File: config.mk
export PLATFORM = sky130hd
export DESIGN_NAME = multi_serializer_flat
export DESIGN_NICKNAME = d
export VERILOG_FILES = /design/src/rtl/serializer_pkg.sv /design/src/rtl/multi_serializer_if.sv /design/src/rtl/ser_lane.sv /design/src/rtl/multi_serializer.sv /design/src/flat_wrapper.sv
export SDC_FILE = /design/constraint.sdc
export NUM_CORES = 1
export LEC_CHECK = 0
export CELL_PAD_IN_SITES_DETAIL_PLACEMENT = 1
export CELL_PAD_IN_SITES_GLOBAL_PLACEMENT = 1
export CORE_AREA = 2 2 92 94
export DETAILED_ROUTE_END_ITERATION = 10
export DIE_AREA = 0 0 94 96
export PLACE_DENSITY_LB_ADDON = 0.1
export REMOVE_ABC_BUFFERS = 1
export SYNTH_ARGS = -nofsm -noshare
export SYNTH_HDL_FRONTEND = slang
export SYNTH_HIERARCHICAL = 1
export SYNTH_SLANG_ARGS = --single-unit
File: constraint.sdc
create_clock -name clk -period 5.63 [get_ports clk]
set_input_delay 0.8445 -clock clk [delete_from_list [all_inputs] [get_ports clk]]
set_output_delay 0.8445 -clock clk [all_outputs]
set_load 0.1 [all_outputs]
File: src/rtl/serializer_pkg.sv
// Purpose : shared constants for the multi-lane word serializer (TMDS control symbols, default geometry).
// Latency : n/a (constants only).
// Backpressure: n/a.
package serializer_pkg;

    localparam int DEFAULT_CHANNELS = 3;
    localparam int DEFAULT_WIDTH    = 10;

    // TMDS control symbols indexed by {C1,C0}; CTRL_00 doubles as the idle word.
    localparam logic [9:0] TMDS_CTRL_00 = 10'b1101010100;
    localparam logic [9:0] TMDS_CTRL_01 = 10'b0010101011;
    localparam logic [9:0] TMDS_CTRL_10 = 10'b0101010100;
    localparam logic [9:0] TMDS_CTRL_11 = 10'b1010101011;

endpackage

File: src/rtl/multi_serializer_if.sv
// Purpose : parallel word-set handshake into the serializer (valid/ready, all lanes packed into one bus).
// Latency : n/a (wires only).
// Backpressure: the slave side drives ready; data is only taken when valid && ready.
// Ports   : in_valid, in_data (master -> slave), in_ready (slave -> master).
interface multi_serializer_if
    import serializer_pkg::*;
#(
    parameter int CHANNELS = DEFAULT_CHANNELS,
    parameter int WIDTH    = DEFAULT_WIDTH
) ();

    logic                      in_valid;
    logic                      in_ready;
    logic [CHANNELS*WIDTH-1:0] in_data;

    modport master (
        output in_valid,
        output in_data,
        input  in_ready
    );

    modport slave (
        input  in_valid,
        input  in_data,
        output in_ready
    );

endinterface

File: src/rtl/ser_lane.sv
// Purpose : one lane's WIDTH-bit parallel-load shift register, bit order chosen by LSB_FIRST.
// Latency : loaded word's first bit is on serial the cycle after the load edge.
// Backpressure: none; load is driven by the shared word timing.
// Ports   : clk, rst (sync, active-high), load, load_word, serial.
module ser_lane #(
    parameter int               WIDTH     = 10,
    parameter bit               LSB_FIRST = 1'b1,
    parameter logic [WIDTH-1:0] IDLE_WORD = '0
) (
    input  logic             clk,
    input  logic             rst,
    input  logic             load,
    input  logic [WIDTH-1:0] load_word,
    output logic             serial
);

    logic [WIDTH-1:0] sreg;

    always_ff @(posedge clk) begin
        if (rst) begin
            sreg <= IDLE_WORD;
        end else if (load) begin
            sreg <= load_word;
        end else if (LSB_FIRST) begin
            sreg <= {1'b0, sreg[WIDTH-1:1]};
        end else begin
            sreg <= {sreg[WIDTH-2:0], 1'b0};
        end
    end

    // The output end is the register bit itself, so serial is a registered output.
    assign serial = LSB_FIRST ? sreg[0] : sreg[WIDTH-1];

endmodule

File: src/rtl/multi_serializer.sv
// Purpose : CHANNELS-lane word serializer with one shared holding register and idle-word insertion.
// Latency : a word accepted at bit_cnt == WIDTH-2 has its first bit on out_serial 2 cycles later.
// Backpressure: in_ready = hold empty or word boundary; without data, IDLE_WORD is sent and counted once armed.
// Ports   : clk, rst (sync, active-high), bus (slave: in_valid/in_ready/in_data),
//           out_serial[CHANNELS], word_start, underrun_count[16].
module multi_serializer
    import serializer_pkg::*;
#(
    parameter int               CHANNELS  = DEFAULT_CHANNELS,
    parameter int               WIDTH     = DEFAULT_WIDTH,
    parameter bit               LSB_FIRST = 1'b1,
    parameter logic [WIDTH-1:0] IDLE_WORD = WIDTH'(TMDS_CTRL_00)
) (
    input  logic                 clk,
    input  logic                 rst,
    multi_serializer_if.slave    bus,
    output logic [CHANNELS-1:0]  out_serial,
    output logic                 word_start,
    output logic [15:0]          underrun_count
);

    localparam int             CW   = (WIDTH > 1) ? $clog2(WIDTH) : 1;
    localparam logic [CW-1:0]  LAST = CW'(WIDTH - 1);

    logic [CW-1:0]             bit_cnt;
    logic [CHANNELS*WIDTH-1:0] hold;
    logic                      hold_valid;
    logic                      armed;
    logic                      at_last;
    logic                      xfer;

    assign at_last      = (bit_cnt == LAST);
    assign bus.in_ready = !hold_valid || at_last;
    assign xfer         = bus.in_valid && bus.in_ready;
    assign word_start   = (bit_cnt == '0);

    always_ff @(posedge clk) begin
        if (rst) begin
            bit_cnt        <= '0;
            hold           <= '0;
            hold_valid     <= 1'b0;
            armed          <= 1'b0;
            underrun_count <= '0;
        end else begin
            bit_cnt <= at_last ? '0 : bit_cnt + CW'(1);

            // A transfer always leaves hold full. At a boundary the lanes take the
            // old contents, so a word arriving into an empty hold waits a full word.
            if (xfer) begin
                hold       <= bus.in_data;
                hold_valid <= 1'b1;
                armed      <= 1'b1;
            end else if (at_last) begin
                hold_valid <= 1'b0;
            end

            // Idle load at the boundary; uses armed as it was before this edge.
            if (at_last && !hold_valid && armed && (underrun_count != 16'hFFFF)) begin
                underrun_count <= underrun_count + 16'd1;
            end
        end
    end

    for (genvar k = 0; k < CHANNELS; k++) begin : g_lane
        ser_lane #(
            .WIDTH     (WIDTH),
            .LSB_FIRST (LSB_FIRST),
            .IDLE_WORD (IDLE_WORD)
        ) u_lane (
            .clk       (clk),
            .rst       (rst),
            .load      (at_last),
            .load_word (hold_valid ? hold[k*WIDTH +: WIDTH] : IDLE_WORD),
            .serial    (out_serial[k])
        );
    end

endmodule

File: src/flat_wrapper.sv
// flat-port wrapper written by rule: the top's interface ports become plain ports
module multi_serializer_flat import serializer_pkg::*;
#(
    parameter int               CHANNELS  = DEFAULT_CHANNELS,
    parameter int               WIDTH     = DEFAULT_WIDTH,
    parameter bit               LSB_FIRST = 1'b1,
    parameter logic [WIDTH-1:0] IDLE_WORD = WIDTH'(TMDS_CTRL_00)
)
  (clk, rst, out_serial, word_start, underrun_count, bus_in_valid, bus_in_data, bus_in_ready);
  multi_serializer_if #(.CHANNELS(CHANNELS), .WIDTH(WIDTH)) bus_i ();
  input  logic clk;
  input  logic rst;
  output logic [CHANNELS-1:0] out_serial;
  output logic word_start;
  output logic [15:0] underrun_count;
  input wire logic [$bits(bus_i.in_valid)-1:0] bus_in_valid;
  input wire logic [$bits(bus_i.in_data)-1:0] bus_in_data;
  output wire logic [$bits(bus_i.in_ready)-1:0] bus_in_ready;
  assign bus_i.in_valid = bus_in_valid;
  assign bus_i.in_data = bus_in_data;
  assign bus_in_ready = bus_i.in_ready;
  multi_serializer #(.CHANNELS(CHANNELS), .WIDTH(WIDTH), .LSB_FIRST(LSB_FIRST), .IDLE_WORD(IDLE_WORD)) u_core (.clk(clk), .rst(rst), .bus(bus_i), .out_serial(out_serial), .word_start(word_start), .underrun_count(underrun_count));
endmodule
==> results of run 1 <==
-- worst min-delay path by stage --
stage          slack, ns                               to  depth (start not counted)                             from
2_1_floorplan       0.44  u_core/g_lane[0].u_lane/sreg[0]                          2  u_core/g_lane[0].u_lane/sreg[1]
3_3_place_gp        0.44  u_core/g_lane[1].u_lane/sreg[1]                          2  u_core/g_lane[1].u_lane/sreg[2]
3_5_place_dp        0.46  u_core/g_lane[2].u_lane/sreg[3]                          2  u_core/g_lane[2].u_lane/sreg[4]
4_1_cts             0.47  u_core/g_lane[0].u_lane/sreg[3]                          2  u_core/g_lane[0].u_lane/sreg[4]
5_1_grt             0.50  u_core/g_lane[2].u_lane/sreg[0]                          2  u_core/g_lane[2].u_lane/sreg[1]
6_report            0.46  u_core/g_lane[2].u_lane/sreg[0]                          2  u_core/g_lane[2].u_lane/sreg[1]
-- cell type report --
type | count | area [sq um]
Inverter | 7 | 26.28
Clock inverter | 6 | 58.81
Timing Repair Buffer | 56 | 548.0
Tap cell | 105 | 131.4
Sequential cell | 82 | 1642
Multi-Input combinational cell | 247 | 1694
Fill cell | 916 | 3827
Clock buffer | 9 | 123.9
-- metrics by stage --
step	hold WS, ns	setup slack (ns)	power, uW	instance area [sq um]
final	0.4642	2.442	1157	4224
after global routing	0.4972	2.353	1217	4224
after CTS	0.4726	2.396	1176	4224
after detailed placement	0.4557	2.634	771.8	4041
after global placement	0.4424	2.742	766.9	4041
after floorplan	0.4365	2.085	718.1	3351
-- cell families after synthesis --
| family | synth area share |
|---|---|
| compound gates | 0.08370 |
| xor+xnor | 0.005073 |
| fa+ha+maj | 0.01449 |
| buf+inv | 0.03732 |
| flops | 0.4754 |
| mux | 0.1464 |
| simple gates | 0.2377 |
-- cells in the final DEF, fill, tap and decap left out, types with 8 or more instances in the layout --
cell	n
a211o_2	9
a21oi_1	11
and2_1	15
clkbuf_8	9
clkdlybuf4s50_1	52
dfxtp_1	82
mux2i_1	46
nand2_1	9
nand2b_1	18
nor2_1	56
nor2b_1	17
or4_1	8
-- per-layer routing --
layer	routed length, um	share of wire	GRT usage	up-vias
met5	0	0	0	-
met4	87	0.012	0.06643	0
met3	208	0.030	0.03132	7
met2	3498	0.50	0.2881	42
met1	3240	0.46	0.2004	1252
li1	-	-	-	1312
-- sequential cells by signal, indices dropped and copies added (netlist names) --
signal                     flops
u_core/armed                   1
u_core/bit_cnt                 4
u_core/g_lane.u_lane/sreg     30
u_core/hold                   30
u_core/hold_valid              1
u_core/underrun_count         16
-- power breakdown --
part	internal (uW)	leakage, uW	switching [uW]	total, uW
clock	200	0.0000986	201	402
sequential	610	0.000677	12.0	622
combinational	63.7	0.000852	69.9	134
total	874	0.00163	283	1160
-- worst max-delay path: stages (launching register included) --
cell             delay [ns]
dfxtp_1                0.40
ha_1                   0.24
nand3b_4               0.14
nand2_1                0.10
clkdlybuf4s50_1        1.12
==> qor.csv, run 1 <==
stage,metric,value,unit
power_and_ir_drop,ir_drop,0.1154,mV
finish,syn_to_final_growth,22.32,%
clock_network,h-tree-depth,3,
finish,nNetsFinal,440,
synth,yosys-top-cells-area,"dfxtp_1 48%, mux2i_1 13%, nor2_1 6.1%",
drt,first_pass_iters,5,
synth,synth_area,3453,sq um
clock_network,cts_made_buffers,9,
finish,drive_gt1_frac,0.09828,
placed_design,portBuffers,53,
synth,yosys.area.top_type,dfxtp_1,
worst_setup_path,rr_worst_depth,6,
worst_setup_path,worstPathRequired,4.79,ns
synth,synth_cell_types,38,
sta,fin_setup_tns,0,ns
sta,fin_crit,3.188,ns
job,drv_cap,0,
global_route,grt_pass1_vias,2596,
sta,hold_viol,0,
finish,fin_util,0.5246,
sta,clock_skew,0.01078,ns
power_and_ir_drop,p_leak,0.001628,uW
global_route,grt_antenna_before_repair,0,
worst_setup_path,cp-start-kind,register,
clock_network,ctsHoldBuffers,0,
power_and_ir_drop,powerDensity,274.0,nW/um^2
worst_setup_path,critical_path_class,reg -> out,
floorplanning,io_pins,54,
clock_network,root_buffer,clkbuf_8,
clock_network,cts_buffer_depth,2,
global_route,grt_overflow_total,0,
synth,synthTopCellsByCount,"82 x dfxtp_1, 56 x nor2_1, 46 x mux2i_1, 18 x nand2b_1, 17 x nor2b_1",
sta,setup_viol,0,
clock_network,cts_tree,built,
drt,vias,2613,
finish,antenna-diode-count,0,
synth,synth_warnings,6,
worst_setup_path,path_max_fanout,7,
drt,post_drt_wl_per_cell,13.74,um
clock_network,clk_pin_slew_worst_paths,0.08,ns
sta,timing.fmax,313.7,MHz
synth,ys_ff_latch,82,
clock_network,cts.sinks,82,
synth,avgSynthCellArea,9.700,sq um
drt,drtIter0Drc,112,
floorplanning,die-width,94,um
sta,finalMaxSlewViolations,0,
worst_setup_path,crit_end,bus_in_ready,
worst_setup_path,endpoint_kind,output pin,
synth,netlist_instances,356,
floorplanning,core_area,8051,sq um
global_route,grt_pass1_wl,11.79,mm
synth,yosysTopAreaCellShare,0.4754,
floorplanning,start_util,0.4289,
placed_design,globalplace.congestion,0.7644,
worst_setup_path,r2r_start,u_core/bit_cnt[0],
placed_design,dp.cells,497,
synth,async_flop_share,0,
drt,wl,7.035,mm
synth,ys_seq_area_frac,0.4754,
sta,worst_pin_slew,0.9695,ns
status,outcome,"complete, no violations",
placed_design,hpwl,4.585,mm
clock_network,postCtsSetupBuffers,0,
synth,ys.flop_type,dfxtp_1,
finish,final_cells,512,
sta,maxSlewHeadroom,0.3516,
sta,finalCritPeriodShare,0.5662,
global_route,grt_util_all_layers,0.1649,
worst_setup_path,rrSetupSlack,2.68,ns
worst_setup_path,crit_arrival,2.34,ns
worst_setup_path,cp-startpoint,u_core/bit_cnt[0],
drt,post_drt_via_cell_ratio,5.104,
clock_network,insertion_delay,0.34,ns
synth,synth_most_common_cell,dfxtp_1,
synth,synth_edf_count,0,
floorplanning,fp-row-count,33,
worst_setup_path,r2r-end,u_core/underrun_count[15],
global_route,grt_max_degree,88,
clock_network,cts_resized,0,
drt,drc_errors,0,
sta,rsz0062_at_grt,false,
floorplanning,die-area,9024,sq um
worst_hold_path,holdCritPathClass,reg -> reg,
floorplanning,die_y,96,um
drt,ant_nets,0,
Note: power is estimated with default switching activity, not from simulation.
==> inputs of run 2 (changes only) <==
Settings changed: CORE_AREA 2 2 92 94 to 2 2 100 102, DIE_AREA 0 0 94 96 to 0 0 102 104.
Clock period 5.63 ns to 2.7 ns, I/O delays scaled along.
==> run 2 against run 1 <==
Worst setup slack worse by 2.0 ns. Wire length is 6.1% higher. Combinational power up 110%. Critical path depth is 3 higher. Non-clock buffer count grew 5.
==> qor.csv, run 2 (same netlist as run 1, synthesis figures left out) <==
stage,metric,value,unit,change
sta,worst_pin_slew,0.9040,ns,-0.06551 ns
worst_setup_path,critical_path_class,reg -> reg,,
worst_hold_path,holdCritPathClass,reg -> reg,,
sta,hold_viol,0,,unchanged
worst_setup_path,r2r-end,u_core/underrun_count[2],,
worst_setup_path,path_delay_family,simple AND/OR/NAND/NOR gates,,
finish,nNetsFinal,445,,+1.1%
clock_network,postCtsSetupBuffers,0,,unchanged
global_route,grt_pass1_vias,2662,,+2.5%
power_and_ir_drop,ir_drop,0.2116,mV,+83%
worst_setup_path,rrSetupSlack,0.42,ns,-2.26 ns
power_and_ir_drop,p_leak,0.001714,uW,+5.3%
placed_design,portBuffers,53,,unchanged
worst_setup_path,worstPathRequired,2.98,ns,-1.81 ns
global_route,grt_overflow_total,0,,unchanged
clock_network,ctsHoldBuffers,0,,unchanged
clock_network,insertion_delay,0.35,ns,about the same
drt,drtIter0Drc,65,,-42%
worst_hold_path,hold_end,u_core/g_lane[1].u_lane/sreg[0],,
sta,maxSlewHeadroom,0.3918,,+0.04014
clock_network,clk_pin_slew_worst_paths,0.08,ns,about the same
global_route,grt_pass1_wl,12.61,mm,+7.0%
worst_setup_path,rr_worst_depth,7,,+1
finish,final_common_cell,dfxtp_1,,
power_and_ir_drop,powerDensity,594.0,nW/um^2,+120%
floorplanning,start_util,0.3616,,-0.06727
clock_network,cts.sinks,82,,unchanged
drt,drc_errors,0,,unchanged
floorplanning,fp-row-count,36,,+9.1%
sta,setup_viol,0,,unchanged
global_route,grt_max_degree,48,,-45%
worst_setup_path,crit_slowest_cell,or4_1,,
finish,largestRegisters,"u_core/g_lane.u_lane/sreg (30), u_core/hold (30), u_core/underrun_count (16)",,
finish,fin_util,0.4520,,-0.07259
sta,clock_skew,0.01024,ns,-0.0005471 ns
placed_design,globalplace.congestion,0.8145,,+6.6%
worst_setup_path,cp_slowest_stage_delay,0.50,ns,-0.62 ns
worst_setup_path,crit_buf_inv,2,,+1
clock_network,h-tree-depth,3,,unchanged
worst_setup_path,crit_chain,"ha_1, nand3b_4, inv_2, buf_4, nand2_1, or4_1, a21oi_1",,
clock_network,cts_tree,built,,
finish,drive_gt1_frac,0.1598,,+0.06153
clock_network,cts_resized,0,,unchanged
floorplanning,die-width,102,um,+8.5%
job,drv_cap,0,,unchanged
placed_design,hpwl,4.914,mm,+7.2%
finish,fillers,1139,,+24%
worst_setup_path,path_max_fanout,47,,+40
worst_setup_path,crit_arrival,2.56,ns,+0.22 ns
sta,finalMaxSlewViolations,0,,unchanged
clock_network,root_buffer,clkbuf_8,,
finish,layout_common_cells,"82 x dfxtp_1, 56 x nor2_1, 46 x mux2i_1, 31 x clkdlybuf4s50_1, 26 x buf_4",,
clock_network,cts_buffer_depth,2,,unchanged
floorplanning,core_area,9549,sq um,+19%
drt,post_drt_wl_per_cell,13.67,um,-0.50%
sta,fin_setup_tns,0,ns,unchanged
floorplanning,die_y,104,um,+8.3%
finish,antenna-diode-count,0,,unchanged
worst_setup_path,endpoint_kind,register,,
drt,ant_nets,0,,unchanged
global_route,grt_antenna_before_repair,0,,unchanged
drt,vias,2685,,+2.8%
sta,fin_crit,2.276,ns,
worst_setup_path,r2r_start,u_core/bit_cnt[0],,
sta,rsz0062_at_grt,false,,
finish,syn_to_final_growth,25.00,%,
clock_network,cts_made_buffers,9,,unchanged
worst_setup_path,cp-start-kind,register,,
floorplanning,die-area,10610,sq um,+18%
drt,post_drt_via_cell_ratio,4.918,,-3.6%
floorplanning,io_pins,54,,unchanged
status,outcome,"complete, no violations",,
drt,first_pass_iters,4,,-1
global_route,grt_util_all_layers,0.1490,,-0.01585
worst_hold_path,hp-start,u_core/g_lane[1].u_lane/sreg[1],,
worst_hold_path,holdPathStages,2,,unchanged
sta,timing.fmax,439.4,MHz,
drt,wl,7.465,mm,+6.1%
sta,finalCritPeriodShare,0.8429,,
-- run 2: metrics by stage --
stage,worst slack [ns],cells,power [uW],hold WS (ns),cell area (sq um)
2_1_floorplan,-0.6080,336,1497,0.4365,3351
6_report,0.4241,546,2564,0.4695,4317
3_3_place_gp,0.5296,530,1612,0.4457,4099
3_5_place_dp,0.4530,530,1621,0.4570,4099
5_1_grt,0.2088,546,2699,0.5020,4317
4_1_cts,0.4312,546,2617,0.4773,4317
-- run 2: cell type report --
cell class / instances / area (sq um) / share of cell area
multi-input cells: 247 / 1694 / 0.3925
flip-flops and latches: 82 / 1642 / 0.3803
repair buffers: 61 / 570.5 / 0.1322
well taps: 133 / 166.4 / 0.03855
clock buffers: 10 / 127.6 / 0.02957
clock inverters: 6 / 90.09 / 0.02087
inverters: 7 / 26.28 / 0.006087
-- run 2: per-layer routing --
layer,global-route usage,vias up,wire (um)
li1,-,1336,-
met1,0.1852,1292,3546
met2,0.2472,44,3530
met3,0.03965,13,281
met4,0.05048,0,106
met5,0,-,0
-- run 2: worst max-delay path by stage --
stage | start | to | slack [ns] | cells after the start
global route | u_core/bit_cnt[0] | u_core/underrun_count[2] | 0.21 | 7
floorplan | u_core/bit_cnt[0] | u_core/hold[0] | -0.61 | 5
detailed placement | u_core/bit_cnt[0] | u_core/underrun_count[0] | 0.45 | 7
CTS | u_core/bit_cnt[0] | u_core/underrun_count[2] | 0.43 | 7
global placement | u_core/bit_cnt[0] | u_core/underrun_count[2] | 0.53 | 7
finish | u_core/bit_cnt[0] | u_core/underrun_count[2] | 0.42 | 7
-- run 2: worst min-delay path, stage by stage (launching register included) --
cell and delay (ns):
dfxtp_1 0.31, mux2i_1 0.06, nor2_1 0.07
-- run 2: report_power, final --
group / switching [uW] / total (uW) / internal, uW
Sequential: 27.2 / 1300 / 1270
Clock: 454 / 979 / 525
Combinational: 147 / 286 / 139
==> inputs of run 3 (changes only) <==
Settings changed: CORE_AREA 2 2 100 102 to 2 2 95 97, DIE_AREA 0 0 102 104 to 0 0 97 99.
Clock period 2.7 ns to 2.3 ns, I/O delays scaled along.
==> run 3 against run 2 <==
Register-to-register slack got worse by 0.27 ns. Hold slack worse by 0.077 ns. Sequential share of layout area decreased by 0.16 points. Sequential cell count unchanged. Critical path depth shrank 2. Design area increased by 0.43%. Sequential power increased by 17%. Global-route usage up 1.5 points. Fmax up 6.0%. Core utilization is 5.5 points higher. Critical endpoint is now u_core/underrun_count[14].
==> qor.csv, run 3 (same netlist as run 1, synthesis figures left out) <==
stage,metric,value,unit,change
finish,drive_gt1_frac,0.1683,,+0.008463
floorplanning,io_pins,54,,unchanged
clock_network,cts_made_buffers,9,,unchanged
worst_setup_path,crit_arrival,2.43,ns,-0.13 ns
worst_hold_path,holdCritPathClass,in -> reg,,
floorplanning,core_area,8551,sq um,-10%
sta,worst_pin_slew,0.5638,ns,-0.3402 ns
power_and_ir_drop,p_int,2335,uW,+21%
global_route,grt_overflow_total,0,,unchanged
power_and_ir_drop,p_switching,731.8,uW,+16%
global_route,grt_pass1_vias,2786,,+4.7%
job,drv_cap,0,,unchanged
sta,fin_crit,2.147,ns,-0.1293 ns
power_and_ir_drop,ir_drop,0.3259,mV,+54%
worst_setup_path,crit_buf_inv,0,,-2
finish,fillers,996,,-13%
worst_setup_path,endpoint_kind,register,,
placed_design,globalplace.congestion,0.7814,,-4.1%
drt,ant_nets,0,,unchanged
global_route,grt_antenna_before_repair,0,,unchanged
sta,rsz0062_at_grt,false,,
drt,wl,7.436,mm,-0.39%
power_and_ir_drop,p_leak,0.001744,uW,+1.8%
clock_network,h-tree-depth,3,,unchanged
sta,hold_viol,0,,unchanged
clock_network,ctsHoldBuffers,0,,unchanged
finish,antenna-diode-count,0,,unchanged
drt,first_pass_iters,4,,unchanged
sta,fin_setup_tns,0,ns,unchanged
clock_network,clk_pin_slew_worst_paths,0.08,ns,about the same
finish,final_cells,524,,-4.0%
finish,final_common_cell,dfxtp_1,,
finish,nNetsFinal,448,,+0.67%
drt,post_drt_wl_per_cell,14.19,um,+3.8%
clock_network,postCtsSetupBuffers,0,,unchanged
worst_setup_path,path_max_fanout,7,,-85%
global_route,grt_util_all_layers,0.1642,,+0.01512
clock_network,cts.sinks,82,,unchanged
sta,timing.fmax,465.9,MHz,+6.0%
drt,vias,2679,,-0.22%
global_route,grt_max_degree,46,,-4.2%
sta,finalCritPeriodShare,0.9333,,+0.09036
power_and_ir_drop,clkPwrFrac,0.391,,+0.009
sta,finalMaxSlewViolations,0,,unchanged
placed_design,portBuffers,53,,unchanged
worst_setup_path,crit_chain,"ha_1, nand3b_4, or4_4, or4_1, a21oi_1",,
finish,syn_to_final_growth,25.54,%,
power_and_ir_drop,powerDensity,707.5,nW/um^2,+19%
status,outcome,"complete, no violations",,
floorplanning,die-area,9603,sq um,-9.5%
floorplanning,die_y,99,um,-4.8%
drt,post_drt_via_cell_ratio,5.113,,+4.0%
clock_network,cts_buffer_depth,2,,unchanged
floorplanning,start_util,0.4039,,+0.04223
worst_setup_path,path_delay_family,simple AND/OR/NAND/NOR gates,,
global_route,grt_pass1_wl,12.63,mm,+0.16%
power_and_ir_drop,p_sw_frac,0.2386,,-0.006491
placed_design,dp.cells,508,,-4.2%
drt,drc_errors,0,,unchanged
clock_network,cts_tree,built,,
placed_design,hpwl,4.856,mm,-1.2%
worst_setup_path,cp-start-kind,register,,
floorplanning,die-width,97,um,-4.9%
worst_setup_path,worstPathRequired,2.59,ns,-0.39 ns
sta,clock_skew,0.01255,ns,+0.002315 ns
clock_network,root_buffer,clkbuf_8,,
floorplanning,fp-row-count,34,,-5.6%
power_and_ir_drop,pwr-share-seq,0.496,,-0.011
worst_setup_path,cp_slowest_stage_delay,0.60,ns,+0.10 ns
sta,setup_viol,0,,unchanged
worst_setup_path,critical_path_class,reg -> reg,,
clock_network,insertion_delay,0.35,ns,about the same
drt,drtIter0Drc,38,,-42%
power_and_ir_drop,power.share.combinational,0.113,,about the same
finish,largestRegisters,"u_core/g_lane.u_lane/sreg (30), u_core/hold (30), u_core/underrun_count (16)",,
sta,maxSlewHeadroom,0.6242,,+0.2324
finish,layout_common_cells,"82 x dfxtp_1, 56 x nor2_1, 46 x mux2i_1, 31 x clkdlybuf4s50_1, 28 x buf_4",,
worst_setup_path,crit_slowest_cell,or4_4,,
run 3: cell types whose count changed in the layout (fill, tap and decap cells not counted), sizes merged:
cell      before  now
inv            8    7
clkinvlp       1    0
clkbuf        10   12
buf           30   33
run 3: cell type report:
class                   instances  area, sq um  share of cell area
flip-flops and latches         82         1642              0.3786
clock buffers                  12        155.1             0.03579
clock inverters                 4        73.82             0.01703
multi-input cells             247         1698              0.3916
inverters                       7        26.28            0.006061
well taps                     108        135.1             0.03117
repair buffers                 64        605.6              0.1397
run 3: what timing repair did:
item	CTS	global route
gates resized for setup	0	1
setup endpoints to repair	0	1
endpoints found under the hold margin	0	0
run 3: layer usage:
metal  global-route usage  up-vias  wire [um]
met2               0.2853       41       3613
met4              0.07692        0        133
met5                    0        -          0
li1                     -     1335          -
met1               0.1922     1293       3434
met3              0.03830       10        254
run 3: path summary, 6_finish.rpt:
kind                                   start  cells after the start  slack [ns]                              end
min reg2reg  u_core/g_lane[2].u_lane/sreg[8]                      2        0.47  u_core/g_lane[2].u_lane/sreg[7]
max                        u_core/bit_cnt[0]                      5        0.15        u_core/underrun_count[14]
max reg2reg                u_core/bit_cnt[0]                      5        0.15        u_core/underrun_count[14]
min                                      rst                      2        0.39                  u_core/hold[26]
run 3: power by group through the flow:
stage | registers [uW] | logic (uW) | clock network [uW]
2_1_floorplan | 1570 | 184 | 0
3_3_place_gp | 1550 | 347 | 0
3_5_place_dp | 1560 | 352 | 0
4_1_cts | 1520 | 355 | 1240
5_1_grt | 1530 | 384 | 1300
6_report | 1520 | 348 | 1200
run 3: per-stage QoR:
stage / total power (uW) / utilization / hold WS [ns] / worst slack (ns) / cell area, sq um
finish: 3067 / 0.5070 / 0.3927 / 0.1534 / 4335
global route: 3212 / 0.5070 / 0.4111 / 0.07236 / 4335
CTS: 3120 / 0.5066 / 0.3848 / 0.08616 / 4332
detailed placement: 1908 / 0.4798 / 0.4564 / 0.1224 / 4103
global placement: 1899 / 0.4798 / 0.4471 / 0.1933 / 4103
floorplan: 1758 / - / 0.4141 / -1.008 / 3351
